File: src/rtl/mux_rr_arbiter.sv
// Round-robin arbiter with an internal 4:1 data mux and a valid/ready output.
// Each grant is capped at MAX_HOLD accepted words, and every grant returns through IDLE.
module mux_rr_arbiter #(
   parameter int WIDTH    = 8,
   parameter int MAX_HOLD = 4
) (
   input  logic               clk,
   input  logic               rst_n,
   input  logic [3:0]         req,
   input  logic [4*WIDTH-1:0] data_in,
   output logic [3:0]         gnt,
   output logic [1:0]         sel,
   output logic [WIDTH-1:0]   out_data,
   output logic               out_valid,
   input  logic               out_ready
);

   localparam int HOLD_W = $clog2(MAX_HOLD + 1);
   localparam logic [HOLD_W-1:0] HOLD_LAST = HOLD_W'(MAX_HOLD - 1);

   typedef enum logic {
      IDLE  = 1'b0,
      GRANT = 1'b1
   } state_t;

   state_t            state_q, state_d;
   logic [3:0]        gnt_q, gnt_d;
   logic [1:0]        sel_q, sel_d;
   logic [1:0]        ptr_q, ptr_d;
   logic [HOLD_W-1:0] hold_cnt_q, hold_cnt_d;

   logic [WIDTH-1:0]  slice [4];
   logic              win_found;
   logic [1:0]        winner;
   logic [1:0]        scan_idx;
   logic              xfer;

   generate
      for (genvar gi = 0; gi < 4; gi++) begin : g_slice
         assign slice[gi] = data_in[gi*WIDTH +: WIDTH];
      end
   endgenerate

   // Rotating priority: the first asserted request at or after ptr wins.
   always_comb begin
      win_found = 1'b0;
      winner    = 2'd0;
      scan_idx  = 2'd0;
      for (int k = 0; k < 4; k++) begin
         scan_idx = ptr_q + 2'(k);
         if (!win_found && req[scan_idx]) begin
            win_found = 1'b1;
            winner    = scan_idx;
         end
      end
   end

   assign out_valid = (state_q == GRANT) && req[sel_q];
   assign out_data  = out_valid ? slice[sel_q] : '0;
   assign xfer      = out_valid && out_ready;
   assign gnt       = gnt_q;
   assign sel       = sel_q;

   always_comb begin
      state_d    = state_q;
      gnt_d      = gnt_q;
      sel_d      = sel_q;
      ptr_d      = ptr_q;
      hold_cnt_d = hold_cnt_q;
      unique case (state_q)
         IDLE: begin
            if (win_found) begin
               state_d    = GRANT;
               sel_d      = winner;
               gnt_d      = 4'b0001 << winner;
               hold_cnt_d = '0;
            end
         end
         GRANT: begin
            // A dropped request releases even while stalled; no word moves that cycle.
            if (!req[sel_q] || (xfer && hold_cnt_q == HOLD_LAST)) begin
               state_d    = IDLE;
               gnt_d      = 4'b0000;
               ptr_d      = sel_q + 2'd1;
               hold_cnt_d = '0;
            end else if (xfer) begin
               hold_cnt_d = hold_cnt_q + HOLD_W'(1);
            end
         end
         default: begin
            state_d = IDLE;
            gnt_d   = 4'b0000;
         end
      endcase
   end

   always_ff @(posedge clk or negedge rst_n) begin
      if (!rst_n) begin
         state_q    <= IDLE;
         gnt_q      <= 4'b0000;
         sel_q      <= 2'd0;
         ptr_q      <= 2'd0;
         hold_cnt_q <= '0;
      end else begin
         state_q    <= state_d;
         gnt_q      <= gnt_d;
         sel_q      <= sel_d;
         ptr_q      <= ptr_d;
         hold_cnt_q <= hold_cnt_d;
      end
   end

endmodule
File: config.mk
export PLATFORM = sky130hd
export DESIGN_NAME = mux_rr_arbiter
export DESIGN_NICKNAME = d
export VERILOG_FILES = /design/src/rtl/mux_rr_arbiter.sv
export SDC_FILE = /design/constraint.sdc
export NUM_CORES = 1
export LEC_CHECK = 0
export ABC_AREA = 1
export CORE_MARGIN = 2
export CORE_UTILIZATION = 41
export DETAILED_ROUTE_END_ITERATION = 8
export PLACE_DENSITY = 0.8
export SETUP_SLACK_MARGIN = 0.5
export SYNTH_ARGS = -nofsm -noshare
export SYNTH_HDL_FRONTEND = slang
export SYNTH_SLANG_ARGS = --single-unit
File: constraint.sdc
create_clock -name clk -period 1.9 [get_ports clk]
set_input_delay 0.285 -clock clk [delete_from_list [all_inputs] [get_ports clk]]
set_output_delay 0.285 -clock clk [all_outputs]
set_load 0.01 [all_outputs]
==> impl_results.html <==
<table>
<tr><th>Metric</th><th>Value</th></tr>
<tr><th colspan="2">Worst setup path</th></tr>
<tr><td>Critical Path Fanout Max</td><td>16</td></tr>
<tr><td>Crit path arrival time</td><td>1.48 ns</td></tr>
<tr><td>Critical-path top delay cell</td><td>dfrtp_2</td></tr>
<tr><td>Critical path capture point type</td><td>output pin</td></tr>
<tr><td>Slowest cell delay on critical path</td><td>0.43 ns</td></tr>
<tr><td>Count of cells along the worst register-to-register path</td><td>9</td></tr>
<tr><td>Category of the critical setup timing path</td><td>flop to output pin</td></tr>
<tr><td>Type of element launching the critical path</td><td>flop</td></tr>
<tr><td>Worst setup endpoint</td><td>out_data[7]</td></tr>
<tr><td>Timing startpoint of the critical path</td><td>sel[0]</td></tr>
<tr><td>Cells along the critical path</td><td>inv_2 &gt; buf_4 &gt; o21ai_0 &gt; a21oi_2 &gt; buf_2</td></tr>
<tr><td>Setup slack of the most critical reg-to-reg path</td><td>~0.16 ns</td></tr>
<tr><td>Worst reg2reg path startpoint</td><td>sel[0]</td></tr>
<tr><td>Worst EP required</td><td>1.62 ns</td></tr>
<tr><td>Capturing point of the worst reg2reg path</td><td>ptr_q[0]</td></tr>
<tr><th colspan="2">Yosys</th></tr>
<tr><td>Cell types with the highest counts after synthesis</td><td>50 x nand2_1, 37 x nor2_1, 18 x o21ai_0, 14 x nand3_1, 13 x inv_1</td></tr>
<tr><td>Post-synthesis cell count</td><td>196</td></tr>
<tr><td>Primary FF master, synth</td><td>dfrtp_1</td></tr>
<tr><td>Synthesized area per cell</td><td>5.92 µm²</td></tr>
<tr><td>Number of synthesized flops with an enable pin</td><td>0</td></tr>
<tr><td>Async SR Flop Fraction</td><td>100%</td></tr>
<tr><td>Syn nets</td><td>237</td></tr>
<tr><td>Area of the mapped netlist</td><td>0.00116 mm²</td></tr>
<tr><td>Main area contributors after synthesis</td><td>dfrtp_1 26%, nand2_1 16%, nor2_1 12%</td></tr>
<tr><td>Unique cell type count in the Yosys netlist</td><td>24</td></tr>
<tr><td>Most numerous cell in the Yosys netlist</td><td>nand2_1</td></tr>
<tr><td>Dominant cell type by area after synthesis</td><td>dfrtp_1</td></tr>
<tr><td>Flop and latch count out of synthesis</td><td>12</td></tr>
<tr><td>Register area share after synthesis</td><td>25.9%</td></tr>
<tr><td>Post-synth top area share</td><td>roughly 26%</td></tr>
<tr><td>Number of warning messages in the yosys log</td><td>0</td></tr>
<tr><th colspan="2">Layout</th></tr>
<tr><td>Fraction of layout instances using a drive strength above 1</td><td>between 30 and 40%</td></tr>
<tr><td>Total Nets Final</td><td>310</td></tr>
<tr><td>Relative area change from synthesis to final layout</td><td>70.0%</td></tr>
<tr><td>Count of non-filler cells in the finished layout</td><td>299</td></tr>
<tr><td>Area of all placed cells without fillers</td><td>0.00197 mm²</td></tr>
<tr><td>Total inserted antenna cells</td><td>0</td></tr>
<tr><th colspan="2">STA</th></tr>
<tr><td>Max Clock Skew</td><td>0.00235 ns</td></tr>
<tr><td>Period Utilization, post-route</td><td>92.8%</td></tr>
<tr><td>Number of hold violations in the final report</td><td>0</td></tr>
<tr><td>Fin crit period</td><td>1.76 ns</td></tr>
<tr><td>Worst-Margin Slew</td><td>0.523 ns</td></tr>
<tr><td>Count of final setup violators</td><td>0</td></tr>
<tr><td>Unrepaired setup endpoints after global routing</td><td>yes</td></tr>
<tr><td>Fmax achieved</td><td>~570 MHz</td></tr>
<tr><td>Worst hold margin</td><td>0.345 ns</td></tr>
<tr><td>Worst slew margin relative to its limit</td><td>65.0%</td></tr>
<tr><td>Final setup margin</td><td>roughly 0.14 ns</td></tr>
<tr><td>Max Transition Viols Final</td><td>0</td></tr>
<tr><th colspan="2">Placed design</th></tr>
<tr><td>Gp weighted congestion</td><td>0.887</td></tr>
<tr><td>Placed Instances</td><td>287</td></tr>
<tr><td>Count of buffers from port buffering</td><td>53</td></tr>
<tr><td>Pre-CTS setup slack</td><td>-0.387 ns</td></tr>
<tr><td>Half-perimeter wire length after detailed placement</td><td>2650 µm</td></tr>
<tr><td>Cell area reported after detailed placement</td><td>around 0.0018 mm²</td></tr>
<tr><th colspan="2">Die</th></tr>
<tr><td>Placeable core region</td><td>roughly 0.0027 mm²</td></tr>
<tr><td>Die boundary height</td><td>57.2 µm</td></tr>
<tr><td>I/O pin count</td><td>54</td></tr>
<tr><td>Starting utilization of the core area</td><td>42.8%</td></tr>
<tr><td>DIE AREA</td><td>0.00327 mm²</td></tr>
<tr><td>Die width</td><td>57.2 µm</td></tr>
<tr><td>Num rows</td><td>19</td></tr>
<tr><th colspan="2">Clocking</th></tr>
<tr><td>Insertion delay of the later-clocked pin in the worst-skew pair</td><td>0.28 ns</td></tr>
<tr><td>TritonCTS sink count</td><td>12</td></tr>
<tr><td>Clock-pin slew reported for the worst setup and hold paths after clock tree synthesis</td><td>0.08 ns</td></tr>
<tr><td>Number of H-tree levels</td><td>1</td></tr>
<tr><td>CTS Buf Count</td><td>3</td></tr>
<tr><td>Count of hold buffers inserted by post-cts repair</td><td>0</td></tr>
<tr><td>Library cell used as clock root buffer</td><td>clkbuf_4</td></tr>
<tr><td>Buffer depth of the longest clock path</td><td>2</td></tr>
<tr><td>Clock tree from TritonCTS</td><td>yes</td></tr>
<tr><th colspan="2">Drt</th></tr>
<tr><td>Via count</td><td>between 1.5k and 2k</td></tr>
<tr><td>Routed wire per std cell</td><td>12.9 µm</td></tr>
<tr><td>Iteration-0 DRC count of the detailed router</td><td>60</td></tr>
<tr><td>First-pass iteration count of the detailed router</td><td>4</td></tr>
<tr><td>Vias per std cell</td><td>5.05</td></tr>
<tr><td>Detail Route Antenna Nets</td><td>0</td></tr>
<tr><td>Final routed wirelength across all metal layers</td><td>3850 µm</td></tr>
<tr><td>Drt drc</td><td>0</td></tr>
<tr><th colspan="2">Run status</th></tr>
<tr><td>Outcome</td><td>finished clean</td></tr>
<tr><th colspan="2">Power</th></tr>
<tr><td>Power density normalized to cell area</td><td>1540 mW/mm²</td></tr>
<tr><td>Max VDD drop</td><td>approximately 1.3 mV</td></tr>
<tr><td>Pwr Total</td><td>3.04 mW</td></tr>
<tr><td>Static power due to leakage</td><td>0.984 nW</td></tr>
<tr><th colspan="2">GRT</th></tr>
<tr><td>Maximum number of pins on one net before global-route repair</td><td>17</td></tr>
<tr><td>Number of global-route vias before repair</td><td>1419</td></tr>
<tr><td>Global route overflow</td><td>0</td></tr>
<tr><td>All-Layer GR Usage</td><td>23.8%</td></tr>
<tr><td>Antenna violations before repair</td><td>0</td></tr>
<tr><td>Global-route wire length before repair</td><td>approximately 6300 µm</td></tr>
<tr><th colspan="2">Flow run</th></tr>
<tr><td>MaxCap Viol Count</td><td>0</td></tr>
<tr><th colspan="2">Min path</th></tr>
<tr><td>Tightest Hold Check Type</td><td>input port to async pin</td></tr>
</table>
==> state kept, by name, indices dropped and copies added, names as in the netlist <==
signal      cells
gnt             4
hold_cnt_q      3
ptr_q           2
sel             2
state_q         1
==> final cells by class <==
type | count | area [µm²]
clock buffers | 4 | 36.3
flip-flops and latches | 12 | 305
well taps | 31 | 38.8
fillers | 209 | 738
multi-input cells | 161 | 895
repair buffers | 72 | 623
inverters | 19 | 73.8
==> power breakdown <==
group          leakage [nW]  switching [mW]  internal, mW
Combinational         0.813            1.38         0.944
Sequential            0.150           0.149         0.361
Clock                0.0210          0.0916         0.117
==> layout by cell type (no fill, tap or decap), drive strengths merged <==
| cell type | count |
|---|---|
| a21oi | 10 |
| a31oi | 1 |
| buf | 28 |
| clkbuf | 5 |
| clkdlybuf4s50 | 34 |
| dfrtp | 12 |
| dlygate4sd2 | 9 |
| ha | 2 |
| inv | 19 |
| nand2 | 64 |
| nand3 | 15 |
| nand4 | 2 |
| nor2 | 39 |
| o21ai | 24 |
| o31ai | 1 |
| or2 | 2 |
| xnor2 | 1 |
==> cells by family after synthesis <==
| kind of cell | synth area share, % |
|---|---|
| flip-flops | 25.9 |
| XOR/XNOR | 0.755 |
| AO/OA/AOI/OAI | 15.9 |
| AND/OR/NAND/NOR | 46.1 |
| buffers and inverters | 9.28 |
| adder cells (fa/ha/maj) | 2.16 |
==> metal layers <==
| metal | part of all wire (%) | up-vias | GRT usage [%] | wire length [µm] |
|---|---|---|---|---|
| li1 | - | 775 | - | - |
| met1 | 43 | 687 | 31.0 | 1640 |
| met2 | 51 | 41 | 41.5 | 1970 |
| met3 | 4.3 | 8 | 2.49 | 167 |
| met4 | 1.9 | 0 | 6.98 | 72 |
| met5 | 0 | - | 0 | 0 |
==> stage by stage <==
step           TNS [ns]  util [%]
2_1_floorplan         0         -
4_1_cts               0      71.6
5_1_grt               0      72.8
3_5_place_dp      -3.33      66.1
6_report              0      72.8
3_3_place_gp      -2.90      66.1
==> critical path, delay by kind of cell, from the launching register on <==
| family | cells | cell delay, ns |
|---|---|---|
| compound gates | 2 | 0.37 |
| buf+inv | 3 | 0.38 |
| flops | 1 | 0.43 |
==> worst min path at each step <==
stage                       start             to  slack, ns  depth (start not counted)
global route                rst_n  hold_cnt_q[1]       0.39                          1
detailed placement  hold_cnt_q[2]  hold_cnt_q[2]       0.46                          2
global placement    hold_cnt_q[2]  hold_cnt_q[2]       0.46                          2
finish                      rst_n  hold_cnt_q[1]       0.35                          1
CTS                         rst_n  hold_cnt_q[1]       0.36                          1
floorplan                   rst_n         gnt[0]      -0.01                          0
==> repair_timing <==
item / 4_1_cts / 5_1_grt
setup buffers: 6 / 0
pin swaps: 6 / 3
gates cloned: 2 / 0
endpoints found under the setup margin: 27 / 23
resized for setup: 81 / 11
No activity file was read; power rests on OpenSTA's default activity.
